===== config.mk =====
export PLATFORM = sky130hd
export DESIGN_NAME = game_sequencer
export DESIGN_NICKNAME = d
export VERILOG_FILES = /design/src/rtl/game_sequencer_pkg.sv /design/src/rtl/game_sequencer_start_edge_sync.sv /design/src/rtl/game_sequencer.sv
export SDC_FILE = /design/constraint.sdc
export NUM_CORES = 1
export LEC_CHECK = 0
export BUFFER_PORTS_ARGS = -buffer_cell sky130_fd_sc_hd__buf_2
export CORE_ASPECT_RATIO = 1.4
export CORE_UTILIZATION = 40
export DETAILED_ROUTE_END_ITERATION = 10
export PLACE_DENSITY = 0.66
export SETUP_SLACK_MARGIN = 0.2
export SYNTH_ARGS = -nofsm -noshare
export SYNTH_HDL_FRONTEND = slang
export SYNTH_SLANG_ARGS = --single-unit

===== constraint.sdc =====
create_clock -name i_clk -period 4.72 [get_ports i_clk]
set_input_delay 0.472 -clock i_clk [delete_from_list [all_inputs] [get_ports i_clk]]
set_output_delay 0.472 -clock i_clk [all_outputs]
set_load 0.01 [all_outputs]

===== src/rtl/game_sequencer_pkg.sv =====
// Shared definitions for the brick-breaker game-flow controller.
package game_sequencer_pkg;

    // Default game parameters
    localparam int unsigned N_BRICKS_DEF     = 10;
    localparam int unsigned LIVES_DEF        = 3;
    localparam int unsigned LIFE_W_DEF       = 2;
    localparam int unsigned LOST_FRAMES_DEF  = 60;
    localparam int unsigned SERVE_FRAMES_DEF = 120;
    localparam int unsigned FCNT_W_DEF       = 8;

    // Fixed interface widths
    localparam int unsigned STATE_W = 3;
    localparam int unsigned IDX_W   = 4;

    // Game phases; the codes are visible on o_state for LEDs and debug
    typedef enum logic [STATE_W-1:0] {
        ST_IDLE     = 3'd0,
        ST_SERVE    = 3'd1,
        ST_PLAY     = 3'd2,
        ST_LOST     = 3'd3,
        ST_WIN      = 3'd4,
        ST_GAMEOVER = 3'd5
    } state_e;

endpackage


===== src/rtl/game_sequencer_start_edge_sync.sv =====
// Key synchroniser with single-cycle rising-edge event; also used for the DX/SX keys.
module game_sequencer_start_edge_sync (
    input  logic i_clk,
    input  logic i_rst_n,
    input  logic i_key,
    output logic o_evt
);

    logic [1:0] sync_q;
    logic       prev_q;

    // Flops reset to "pressed" so a key already held across reset release gives no event.
    always_ff @(posedge i_clk or negedge i_rst_n) begin
        if (!i_rst_n) begin
            sync_q <= 2'b11;
            prev_q <= 1'b1;
            o_evt  <= 1'b0;
        end else begin
            sync_q <= {sync_q[0], i_key};
            prev_q <= sync_q[1];
            o_evt  <= sync_q[1] & ~prev_q;
        end
    end

endmodule


===== src/rtl/game_sequencer.sv =====
// Game-flow controller: sequences serve/play/lost/win/game-over and owns bricks and lives.
module game_sequencer
    import game_sequencer_pkg::*;
#(
    parameter int unsigned N_BRICKS     = N_BRICKS_DEF,
    parameter int unsigned LIVES        = LIVES_DEF,
    parameter int unsigned LIFE_W       = LIFE_W_DEF,
    parameter int unsigned LOST_FRAMES  = LOST_FRAMES_DEF,
    parameter int unsigned SERVE_FRAMES = SERVE_FRAMES_DEF,
    parameter int unsigned FCNT_W       = FCNT_W_DEF
) (
    input  logic                i_clk,
    input  logic                i_rst_n,
    input  logic                i_ani_stb,
    input  logic                i_start,
    input  logic                i_brick_hit,
    input  logic [IDX_W-1:0]    i_brick_idx,
    input  logic                i_ball_lost,
    output logic                o_run,
    output logic                o_serve,
    output logic [N_BRICKS-1:0] o_bricks,
    output logic [LIFE_W-1:0]   o_lives,
    output logic                o_ok,
    output logic                o_ko,
    output logic [STATE_W-1:0]  o_state
);

    state_e              state;
    logic [FCNT_W-1:0]   fcnt;
    logic [FCNT_W-1:0]   fcnt_inc;
    logic                start_evt;
    logic                hit_valid;
    logic [N_BRICKS-1:0] mask_hit;
    logic [LIFE_W-1:0]   lives_dec;

    game_sequencer_start_edge_sync u_start_sync (
        .i_clk   (i_clk),
        .i_rst_n (i_rst_n),
        .i_key   (i_start),
        .o_evt   (start_evt)
    );

    // Frame counter advanced by one per frame strobe, saturating at all-ones.
    always_comb begin
        fcnt_inc = fcnt;
        if (i_ani_stb && (fcnt != '1)) begin
            fcnt_inc = fcnt + FCNT_W'(1);
        end
    end

    // Brick mask after this cycle's hit (out-of-range index leaves it alone) and decremented lives.
    always_comb begin
        hit_valid = i_brick_hit && (32'(i_brick_idx) < N_BRICKS);
        mask_hit  = o_bricks;
        if (hit_valid) begin
            mask_hit = o_bricks & ~(N_BRICKS'(1) << i_brick_idx);
        end
        lives_dec = o_lives - LIFE_W'(1);
    end

    // Game FSM with registered outputs, brick mask, lives and frame counter.
    always_ff @(posedge i_clk or negedge i_rst_n) begin
        if (!i_rst_n) begin
            state    <= ST_IDLE;
            fcnt     <= '0;
            o_run    <= 1'b0;
            o_serve  <= 1'b0;
            o_bricks <= '1;
            o_lives  <= LIFE_W'(LIVES);
            o_ok     <= 1'b0;
            o_ko     <= 1'b0;
        end else begin
            o_serve <= 1'b0;
            case (state)
                ST_IDLE: begin
                    if (start_evt) begin
                        state   <= ST_SERVE;
                        o_serve <= 1'b1;
                        fcnt    <= '0;
                    end
                end
                ST_SERVE: begin
                    fcnt <= fcnt_inc;
                    if (start_evt || (fcnt_inc >= FCNT_W'(SERVE_FRAMES))) begin
                        state <= ST_PLAY;
                        o_run <= 1'b1;
                        fcnt  <= '0;
                    end
                end
                ST_PLAY: begin
                    o_bricks <= mask_hit;
                    // Clearing the last brick outranks a simultaneous ball loss
                    if (mask_hit == '0) begin
                        state <= ST_WIN;
                        o_run <= 1'b0;
                        o_ok  <= 1'b1;
                    end else if (i_ball_lost) begin
                        o_lives <= lives_dec;
                        o_run   <= 1'b0;
                        fcnt    <= '0;
                        if (lives_dec == '0) begin
                            state <= ST_GAMEOVER;
                            o_ko  <= 1'b1;
                        end else begin
                            state <= ST_LOST;
                        end
                    end
                end
                ST_LOST: begin
                    fcnt <= fcnt_inc;
                    if (fcnt_inc >= FCNT_W'(LOST_FRAMES)) begin
                        state   <= ST_SERVE;
                        o_serve <= 1'b1;
                        fcnt    <= '0;
                    end
                end
                ST_WIN, ST_GAMEOVER: begin
                    if (start_evt) begin
                        state    <= ST_SERVE;
                        o_serve  <= 1'b1;
                        o_bricks <= '1;
                        o_lives  <= LIFE_W'(LIVES);
                        o_ok     <= 1'b0;
                        o_ko     <= 1'b0;
                        fcnt     <= '0;
                    end
                end
                default: begin
                    state <= ST_IDLE;
                    o_run <= 1'b0;
                    o_ok  <= 1'b0;
                    o_ko  <= 1'b0;
                    fcnt  <= '0;
                end
            endcase
        end
    end

    assign o_state = state;

endmodule


==> metrics <==
1st-iter DRT viols 68; DPL Wire Length 2840 µm; Post-CTS Setup Bufs 0; Rows 28; measured slew at the worst slew-check pin around 0.68 ns; max-cap violation count 0; Worst EP arrival 2.54 ns; register bit total from synthesis 31; chip height 80.4 µm; Avg Cell Area, Syn between 8 and 9 µm²; Slew Limit Fails 0; Lkg Pwr 0.837 nW; GP Congestion 0.847; crit path kind reg2reg; die span in x roughly 58 µm; Layout Area Growth over Synthesis 13.6%; Period minus WS final around 2.4 ns; post-synth cell types between 40 and 50; full die area 0.00466 mm²; TritonRoute pass-1 iters 7; register area 795 µm²; Critical Path Source fcnt[0]$_DFFE_PN0P_; final hold violation count 0; crit path buf inv count 0; crit path capture type register; first-pass GRT wire length around 6600 µm; Slowest-stage cell, CP dfrtp_1; Slew HR 0.548; max incr delay on CP 0.42 ns; CTS tree done; Pwr Density 551 mW/mm²; fin crit share 0.506; drt total wl 3810 µm; Largest delay share family, worst path simple AND/OR/NAND/NOR gates; initial antenna violation count 0; Hold WC Path Type in2async; IO Port Bufs 28; Clk pin slew, worst setup/hold paths ~0.06 ns; Clock Tree Root clkbuf_8; CTS resizes 0; commonest cells after routing, fill and taps aside nand2_1 (30), buf_2 (28), nor2_1 (21); FMAX around 420 MHz; share of cells above drive strength 1 0.261; post-route ant nets 0; Bufs on Longest Clock Path 2; multi-input logic area 896 µm²; GR Layer Usage met3 0.0435; Crit Path Max Fanout 11; RSZ-0062 raised after global routing no; most used routing layer met2; total grt overflow 0; final core utilization 0.474; drt drc 1; initial core utilization 0.418; Mapped Area around 0.0018 mm²; Primary FF master, synth dfrtp_1; Worst VDD drop roughly 0.00024 V; GR Layer Usage met1 0.209; final setup TNS 0 ns; Setup crit start kind register; sequential area share after synthesis 0.453; commonest non-fill, non-tap cell in the layout nand2_1; Setup-failing EPs final 0; Post-synth ARST share 1.00; WP data required between 4 and 5 ns; Hold-fix buffers, CTS 0; vias per cell 5.67; status complete, but fails checks; # nets final approximately 240; Diodes inserted 0; CTS Buf Count 5; origin of the critical flop-to-flop path fcnt[0]$_DFFE_PN0P_; CTS HTree Levels 2; number of flops mapped to enable cells by yosys 0; Clock Latency Late Sink roughly 0.28 ns; Syn. warnings 0; GR Layer Usage met2 0.328; clk sinks 31; routed wire length per instance roughly 14 µm; Clock Skew 0.00603 ns; Cell Chain, Critical Path ha_1 -> and4_1 -> and3_1 -> nor4_2 -> a2111oi_4 -> a41o_2 -> a31oi_1 -> a21oi_1; Synthesized Nets between 200 and 250; via count about 1,500; failing checks DRC; Global Route Usage Sum 0.188; # IOs 29; FILL cells about 420; core area roughly 0.0042 mm²; vias in the first global route 1,491; post-synthesis cell count a little under 200; pin count of the biggest net entering global routing 32
cell usage after synthesis (all sizes together), types with 3 or more instances:
cell type,n,share of area
a21oi,10,0.029
nor2,21,0.045
dfstp,15,0.22
mux2i,5,0.029
and4,3,0.015
nor3,6,0.017
nand4,3,0.011
o31ai,3,0.013
and2,3,0.011
inv,7,0.015
or2,4,0.014
nor2b,4,0.014
nand3,8,0.023
a31oi,7,0.025
nand2b,4,0.014
clkbuf,3,0.0064
nand2,30,0.064
buf,3,0.016
dfrtp,16,0.23
o21ai,16,0.046
layout make-up:
| type | count | share of cell area |
|---|---|---|
| Clock inverter | 1 | 0.00251 |
| Timing Repair Buffer | 28 | 0.0703 |
| Inverter | 7 | 0.0132 |
| Multi-Input combinational cell | 152 | 0.449 |
| Sequential cell | 31 | 0.398 |
| Clock buffer | 7 | 0.0383 |
| Tap cell | 45 | 0.0282 |
sequential cells by signal (all words and copies together) (netlist names):
signal / cells
o_bricks: 10
fcnt: 8
o_state: 3
o_lives: 2
u_start_sync.sync_q: 2
o_ko: 1
o_ok: 1
o_run: 1
o_serve: 1
u_start_sync.o_evt: 1
u_start_sync.prev_q: 1
worst reg2reg max path, delay by kind of cell, from the launching register on:
family / cells / cell delay [ns]
adders and majority gates: 1 / 0.28
and+or+nand+nor: 3 / 0.85
DFF: 1 / 0.42
AOI/OAI and AO/OA: 4 / 0.71
cell families after synthesis:
logic type                 after synthesis  synth area share
and+or+nand+nor                         95             0.270
AOI/OAI and AO/OA                       48             0.186
DFF                                     31             0.453
buffers and inverters                   13            0.0371
muxes                                    6            0.0349
adders and majority gates                2            0.0143
xor gates and xnor gates                 1           0.00499
through the flow:
stage | power, mW | setup slack, ns | hold slack [ns] | std cells | cell area (µm²)
after floorplan | 0.773 | 2.48 | 0.176 | 196 | 1760
after global placement | 0.903 | 2.39 | 0.346 | 263 | 1910
after detailed placement | 0.910 | 2.36 | 0.347 | 263 | 1910
after CTS | 1.11 | 2.34 | 0.251 | 271 | 1990
after global routing | 1.19 | 2.10 | 0.275 | 271 | 1990
final | 1.10 | 2.33 | 0.230 | 271 | 1990
per-layer routing:
| metal | wire, µm | part of all wire |
|---|---|---|
| met4 | 110 | 0.029 |
| met5 | 0 | 0 |
| met3 | 151 | 0.040 |
| met2 | 1900 | 0.50 |
| met1 | 1650 | 0.43 |
worst paths after layout:
| check | slack [ns] | cells past startpoint | to |
|---|---|---|---|
| max in group asynchronous | 4.05 | 1 | u_start_sync.o_evt$_DFF_PN0_ |
| hold reg to reg | 0.36 | 0 | u_start_sync.sync_q[1]$_DFF_PN1_ |
| hold / removal | 0.23 | 1 | o_serve$_DFF_PN0_ |
| setup reg to reg | 2.33 | 8 | fcnt[2]$_DFFE_PN0P_ |
| min in group i_clk | 0.29 | 1 | u_start_sync.sync_q[0]$_DFF_PN1_ |
| setup / recovery | 2.33 | 8 | fcnt[2]$_DFFE_PN0P_ |
where the power goes:
part / internal, mW / switching (mW)
sequential: 0.387 / 0.0943
clock: 0.103 / 0.0931
combinational: 0.179 / 0.243
total: 0.669 / 0.430
Power figures use the tool's default switching activity.
